--- config.mk ---
export PLATFORM = sky130hd
export DESIGN_NAME = uart_tx_ctrl_flat
export DESIGN_NICKNAME = d
export VERILOG_FILES = /design/src/rtl/uart_tx_ctrl_if.sv /design/src/rtl/uart_tx_ctrl.sv /design/src/flat_wrapper.sv
export SDC_FILE = /design/constraint.sdc
export NUM_CORES = 1
export LEC_CHECK = 0
export ABC_CLOCK_PERIOD_IN_PS = 3400
export CORE_AREA = 5 5 125 127
export DETAILED_ROUTE_END_ITERATION = 10
export DIE_AREA = 0 0 130 132
export GPL_TIMING_DRIVEN = 0
export PLACE_DENSITY = 0.8
export SYNTH_ARGS = -nofsm -noshare
export SYNTH_HDL_FRONTEND = slang
export SYNTH_SLANG_ARGS = --single-unit
--- constraint.sdc ---
create_clock -name clk -period 3.4 [get_ports clk]
set_input_delay 0.34 -clock clk [delete_from_list [all_inputs] [get_ports clk]]
set_output_delay 0.34 -clock clk [all_outputs]
set_load 0.01 [all_outputs]
--- src/rtl/uart_tx_ctrl_if.sv ---
// Bus interface for uart_tx_ctrl.
// Carries one single-cycle request/response access per clock.
//   req_i  : access request
//   we_i   : 1 = write, 0 = read
//   addr_i : byte address
//   data_i : write data
//   data_o : read data, combinational from the slave
// The master modport is the bus requester, and the slave modport is the UART.
interface uart_tx_ctrl_if;
   logic        req_i;
   logic        we_i;
   logic [31:0] addr_i;
   logic [31:0] data_i;
   logic [31:0] data_o;

   modport master (output req_i, output we_i, output addr_i, output data_i, input data_o);
   modport slave  (input req_i, input we_i, input addr_i, input data_i, output data_o);
endinterface

--- src/rtl/uart_tx_ctrl.sv ---
// Memory-mapped 8N1 UART transmitter with a TX FIFO and a programmable baud divisor.
// Ports:
//   clk   : system clock, rising edge
//   rst   : asynchronous reset, active-high
//   bus   : register access interface (slave modport); reads are combinational
//   tx_o  : serial output, idle high, registered
//   irq_o : level interrupt, raised when irq_en is set, the FIFO is empty and the shifter is idle
// Register window at BASE_ADDR:
//   0x0 CTRL
//   0x4 STATUS
//   0x8 BAUD
//   0xC TXDATA
module uart_tx_ctrl #(
   parameter logic [31:0] BASE_ADDR  = 32'h3000_0000,
   parameter int unsigned FIFO_DEPTH = 8,
   parameter logic [15:0] DIV_RESET  = 16'd434
) (
   input  logic            clk,
   input  logic            rst,
   uart_tx_ctrl_if.slave   bus,
   output logic            tx_o,
   output logic            irq_o
);

   localparam int unsigned AW    = $clog2(FIFO_DEPTH);
   localparam logic [AW:0] DEPTH = (AW+1)'(FIFO_DEPTH);

   typedef enum logic [1:0] {IDLE, START, DATA, STOP} state_t;

   state_t        state_q, state_d;
   logic [1:0]    ctrl_q;
   logic [15:0]   baud_q;
   logic          ovr_q;
   logic [AW:0]   cnt_q;
   logic [AW-1:0] wptr_q, rptr_q;
   logic [7:0]    mem [FIFO_DEPTH];
   logic [15:0]   timer_q, div_q;
   logic [7:0]    shift_q;
   logic [2:0]    bit_q;
   logic          tx_q, tx_d, irq_q;

   logic          sel, wr, rd, full, empty, busy, push_req, push, pop, tick;
   logic [1:0]    idx;
   logic          unused;

   assign sel      = bus.req_i && (bus.addr_i[31:4] == BASE_ADDR[31:4]);
   assign wr       = sel && bus.we_i;
   assign rd       = sel && !bus.we_i;
   assign idx      = bus.addr_i[3:2];
   assign full     = (cnt_q == DEPTH);
   assign empty    = (cnt_q == '0);
   assign busy     = (state_q != IDLE);
   assign push_req = wr && (idx == 2'd3);
   // A push is judged on the pre-edge count, so a simultaneous pop never rescues it.
   assign push     = push_req && !full;
   assign tick     = (timer_q == '0);
   assign unused   = ^{bus.data_i[31:16], bus.addr_i[1:0]};

   // Control and status registers.
   always_ff @(posedge clk or posedge rst) begin
      if (rst) begin
         ctrl_q <= 2'b01;
         baud_q <= DIV_RESET;
         ovr_q  <= 1'b0;
      end else begin
         if (wr && idx == 2'd0) ctrl_q <= bus.data_i[1:0];
         if (wr && idx == 2'd2) baud_q <= (bus.data_i[15:0] < 16'd2) ? 16'd2 : bus.data_i[15:0];
         if (push_req && full) ovr_q <= 1'b1;
         else if (wr && idx == 2'd1 && bus.data_i[2]) ovr_q <= 1'b0;
      end
   end

   // FIFO storage.
   always_ff @(posedge clk) begin
      if (push) mem[wptr_q] <= bus.data_i[7:0];
   end

   // FIFO pointers and count. The pointers wrap naturally because the depth is a power of two.
   always_ff @(posedge clk or posedge rst) begin
      if (rst) begin
         wptr_q <= '0;
         rptr_q <= '0;
         cnt_q  <= '0;
      end else begin
         if (push) wptr_q <= wptr_q + 1'b1;
         if (pop)  rptr_q <= rptr_q + 1'b1;
         case ({push, pop})
            2'b10:   cnt_q <= cnt_q + 1'b1;
            2'b01:   cnt_q <= cnt_q - 1'b1;
            default: cnt_q <= cnt_q;
         endcase
      end
   end

   // FSM state register.
   always_ff @(posedge clk or posedge rst) begin
      if (rst) state_q <= IDLE;
      else     state_q <= state_d;
   end

   // FSM next-state logic.
   always_comb begin
      state_d = state_q;
      case (state_q)
         IDLE:  if (pop) state_d = START;
         START: if (tick) state_d = DATA;
         DATA:  if (tick && bit_q == 3'd7) state_d = STOP;
         STOP:  if (tick) state_d = IDLE;
         default: state_d = IDLE;
      endcase
   end

   // FSM outputs: the pop strobe and the line level for the current state.
   always_comb begin
      pop  = 1'b0;
      tx_d = 1'b1;
      case (state_q)
         IDLE:  pop  = ctrl_q[0] && !empty;
         START: tx_d = 1'b0;
         DATA:  tx_d = shift_q[0];
         default: tx_d = 1'b1;
      endcase
   end

   // The bit timer, shifter and output registers. tx_o lags the state by one cycle,
   // which places the start edge two cycles after the push edge.
   always_ff @(posedge clk or posedge rst) begin
      if (rst) begin
         timer_q <= '0;
         div_q   <= '0;
         shift_q <= '0;
         bit_q   <= '0;
         tx_q    <= 1'b1;
         irq_q   <= 1'b0;
      end else begin
         tx_q  <= tx_d;
         irq_q <= ctrl_q[1] && empty && !busy;
         if (pop) begin
            shift_q <= mem[rptr_q];
            div_q   <= baud_q;
            timer_q <= baud_q - 16'd1;
            bit_q   <= '0;
         end else if (busy) begin
            if (tick) begin
               timer_q <= div_q - 16'd1;
               if (state_q == DATA) begin
                  shift_q <= {1'b0, shift_q[7:1]};
                  bit_q   <= bit_q + 3'd1;
               end
            end else begin
               timer_q <= timer_q - 16'd1;
            end
         end
      end
   end

   // Zero-latency read mux.
   always_comb begin
      bus.data_o = '0;
      if (rd) begin
         case (idx)
            2'd0: bus.data_o = {30'b0, ctrl_q};
            2'd1: bus.data_o = {19'b0, 5'(cnt_q), 4'b0, busy, ovr_q, empty, full};
            2'd2: bus.data_o = {16'b0, baud_q};
            default: bus.data_o = '0;
         endcase
      end
   end

   assign tx_o  = tx_q;
   assign irq_o = irq_q;

endmodule

--- src/flat_wrapper.sv ---
// flat-port wrapper written by rule: the top's interface ports become plain ports
module uart_tx_ctrl_flat 
#(
   parameter logic [31:0] BASE_ADDR  = 32'h3000_0000,
   parameter int unsigned FIFO_DEPTH = 8,
   parameter logic [15:0] DIV_RESET  = 16'd434
)
  (clk, rst, tx_o, irq_o, bus_req_i, bus_we_i, bus_addr_i, bus_data_i, bus_data_o);
  uart_tx_ctrl_if bus_i ();
  input  logic clk;
  input  logic rst;
  output logic tx_o;
  output logic irq_o;
  input wire logic [$bits(bus_i.req_i)-1:0] bus_req_i;
  input wire logic [$bits(bus_i.we_i)-1:0] bus_we_i;
  input wire logic [$bits(bus_i.addr_i)-1:0] bus_addr_i;
  input wire logic [$bits(bus_i.data_i)-1:0] bus_data_i;
  output wire logic [$bits(bus_i.data_o)-1:0] bus_data_o;
  assign bus_i.req_i = bus_req_i;
  assign bus_i.we_i = bus_we_i;
  assign bus_i.addr_i = bus_addr_i;
  assign bus_i.data_i = bus_data_i;
  assign bus_data_o = bus_i.data_o;
  uart_tx_ctrl #(.BASE_ADDR(BASE_ADDR), .FIFO_DEPTH(FIFO_DEPTH), .DIV_RESET(DIV_RESET)) u_core (.clk(clk), .rst(rst), .bus(bus_i), .tx_o(tx_o), .irq_o(irq_o));
endmodule
==> run metrics <==
Worst setup EP type register; max cap viols 0; period utilization between 90 and 100%; Total Routing Usage GR 20.3%; Final nets between 700 and 800; FF+latch count, synth 140; Hold-fix buffers, CTS 0; library cells used by synthesis 63; Lkg Pwr around 3.6 nW; FP Rows 44; required time of the critical path 3.69 ns; met2 Use GR between 30% and 40%; Avg Vias per Cell 5.68; Peak supply drop between 0.0003 and 0.0004 V; clock share of power a little under half; core area 14300 um2; 1st-iter DRT viols approximately 440; DRC Markers 0; Internal slightly below 0.003 W; final instance area around 8800 um2; Sw Share about a fifth; CTS tree yes; GR Layer Usage met1 approximately a quarter; area share of the largest cell type after synthesis around 28%; post-synth top area cell edfxtp_1; I/O pin count roughly 100; Non-Filler Instances approximately 900; Fin. Hold Viols 0; simple-gate share of the synthesized area roughly 15%; part of the Yosys area used for sequential elements between 50% and 60%; worst rel slew slack roughly 13%; number of global-route vias before repair ~5000; area delta synth->final 28.2%; number of diodes 0; Seq pwr share about 48%; slowest CP cell or4_4; Ys Warns 0; post-synthesis cell count between 500 and 600; routed len/inst approximately 19 um; dominant synthesized flop cell dfrtp_1; largest net degree at the start of global routing 63; Die W ~130 um; Synth Area in Adders between 2 and 2.5%; TNS Setup 0 ns; Max clock buf depth 2; Synth Area in Compound Gates approximately 9%; initial antenna violation count 0; crit start category register; worst reg2reg path depth 15; FFs w/ async S/R, synth between 50% and 60%; first-pass GRT wire length roughly 27000 um; CP Class register to register; H-Tree Depth 4; minimum clock period after layout ~3.4 ns; xor/xnor share of the synthesized area 2.55%; Mapped Area 6880 um2; final wirelength about 17000 um; Area contributors post-synth edfxtp_1 28%, dfrtp_1 25%, mux4_2 5.2%; Psw 0.000745 W; GRT overflow 0; # setup viols final 0; clk sinks 140; DRT antenna net count 0; data arrival time of the critical path 3.66 ns; Die ar. roughly 17000 um2; Tightest Hold Check Type input pin to async pin; CTS clk-pin slew, worst paths approximately 0.060 ns; actual slew at the worst max-slew pin between 1 and 1.5 ns; Power Density around 420 nW/um2; clk_skew approximately 0.005 ns; # fillers about 1100; via count 5080; Crit Path Max Fanout 11; number of CTS-inserted buffers 17; Comb power frac 3.6%; FMAX a little under 300 MHz; Slew Viols, Final 0; Post-Synthesis Mean Instance Area 12.0 um2; HPWL after detailed placement around 12000 um; status finished, final reports clean; RSZ-0062 raised after global routing true; I/O Buffers between 60 and 70; GPL Wtd Cong 0.923; number of synthesized flops with an enable pin 64; max incr delay on CP approximately 0.50 ns; root buffer cell clkbuf_16; Placed Cells incl. Taps roughly 840; First-pass DRT Iterations 5; Power, Total about 0.0037 W; multiplexer share of the synthesized area 10.6%; crit-path cells buf_6, or4_4, nand2_4, clkinv_8, clkbuf_16, buf_12, a21oi_4, ha_4, nor2b_4, o21ai_2, o221ai_2, o211ai_2, or3_4, o311ai_4, nand3_1; dpl cell area around 8000 um2; largest family of logic cells by synthesized area simple AND/OR/NAND/NOR gates; busiest grt layer met2; chip height approximately 130 um; Initial Util 48.0%; clock insertion delay at the later pin of the skew report roughly 0.41 ns; share of cells above drive strength 1 23.3%; routing usage on met3 6.60%
## metrics by stage
stage                     hold slack (ns)  worst slack, ns  utilization (%)
after floorplan                     0.438          0.00784                -
after global placement              0.461           -0.409             55.0
after detailed placement            0.473           -0.480             55.2
after CTS                           0.205          -0.0994             59.9
after global routing                0.215           -0.139             61.6
final                               0.207           0.0268             61.6
## cell usage in the layout, fill, tap and decap left out, types with 5 or more instances in the layout
cell	count
nand2_1	71
dfrtp_1	67
clkdlybuf4s50_1	66
edfxtp_1	64
nor2_1	40
buf_4	38
a21oi_1	26
o21ai_0	24
mux2_2	20
clkbuf_16	18
clkbuf_1	17
mux4_2	16
conb_1	16
mux2i_1	14
nor4_1	13
nor3_1	11
xnor2_1	11
ha_1	11
inv_1	10
and2_1	9
xor2_1	9
nor2b_1	9
a211oi_1	8
dfstp_2	7
buf_6	6
a31oi_1	6
o211ai_2	5
a22oi_1	5
## path summary, 6_finish.rpt
check | from | to | slack, ns
min | rst | u_core.bit_q[1]$_DFFE_PP0P_ | 0.21
max | u_core.cnt_q[1]$_DFFE_PP0P_ | u_core.timer_q[10]$_DFFE_PP0N_ | 0.03
max in group asynchronous | rst | u_core.ctrl_q[0]$_DFFE_PP1P_ | 2.58
max reg2reg | u_core.cnt_q[1]$_DFFE_PP0P_ | u_core.timer_q[10]$_DFFE_PP0N_ | 0.03
min in group clk | bus_addr_i[3] | u_core.ovr_q$_DFFE_PP0P_ | 0.36
min reg2reg | u_core.div_q[14]$_DFFE_PP0P_ | u_core.div_q[14]$_DFFE_PP0P_ | 0.49
## power by group through the flow
stage	Combinational, W	Clock (W)	Sequential [W]
finish	0.000130	0.00176	0.00177
global route	0.000141	0.00187	0.00177
CTS	0.000131	0.00178	0.00177
detailed placement	0.000130	0	0.00181
global placement	0.000122	0	0.00181
floorplan	0.0000446	0	0.00181
## synth_stat cells, drive strengths merged (2+ instances only)
| cell | instances |
|---|---|
| ha | 13 |
| a22oi | 5 |
| buf | 27 |
| o221ai | 3 |
| and3 | 4 |
| o211ai | 7 |
| nand3 | 5 |
| mux2 | 20 |
| dfrtp | 69 |
| edfxtp | 64 |
| nor2 | 41 |
| clkbuf | 15 |
| nand2b | 4 |
| dfstp | 7 |
| a211oi | 10 |
| and2 | 11 |
| nor4b | 2 |
| nor2b | 10 |
| nand2 | 74 |
| mux4 | 16 |
| a21oi | 28 |
| o41ai | 2 |
| a31oi | 6 |
| xnor2 | 11 |
| or4 | 2 |
| mux2i | 14 |
| nor4 | 17 |
| xor2 | 9 |
| nand4 | 3 |
| o21ai | 26 |
| or3 | 4 |
| nor3 | 14 |
| nor3b | 5 |
| inv | 14 |
## critical path: cells and delay by family, from the launching register on
kind | cells | cell delay [ns]
fa+ha+maj | 1 | 0.15
simple gates | 5 | 1.27
compound gates | 5 | 0.92
flops | 1 | 0.37
buf+inv | 4 | 0.51
## layout make-up
type                       instances  area [um2]  area share [%]
timing repair buffer              90         877            9.95
clock buffer                      21         440            5.00
inverter                          14        67.6           0.767
tap                              184         230            2.61
sequential                       140        3830            43.5
buffer                            41         312            3.53
clock inverter                    11         121            1.38
multi-input combinational        394        2930            33.2
## cell families (layout without fill, tap and decap cells)
logic type,Yosys count,after routing
xor gates and xnor gates,20,20
DFF,140,140
other,1,16
buffers and inverters,56,177
and+or+nand+nor,201,201
muxes,50,50
AOI/OAI and AO/OA,94,94
adders and majority gates,13,13
## per-layer routing
| metal | vias up | part of all wire, % |
|---|---|---|
| met2 | 243 | 47 |
| met1 | 2479 | 41 |
| met5 | - | 0 |
| met3 | 47 | 8.5 |
| li1 | 2311 | - |
| met4 | 0 | 3.2 |
## state kept, by name, summed over array words and instances, names as in the netlist, 2 cells and up
register / flops
u_core.mem: 64
u_core.baud_q: 16
u_core.div_q: 16
u_core.timer_q: 16
u_core.shift_q: 8
u_core.cnt_q: 4
u_core.bit_q: 3
u_core.rptr_q: 3
u_core.wptr_q: 3
u_core.ctrl_q: 2
u_core.state_q: 2
## repair_timing
action | in CTS | in global routing
buffers inserted | 5 | 18
resized for setup | 15 | 24
setup endpoints to repair | 13 | 53
pin swaps | 4 | 12
Power figures use the tool's default switching activity.
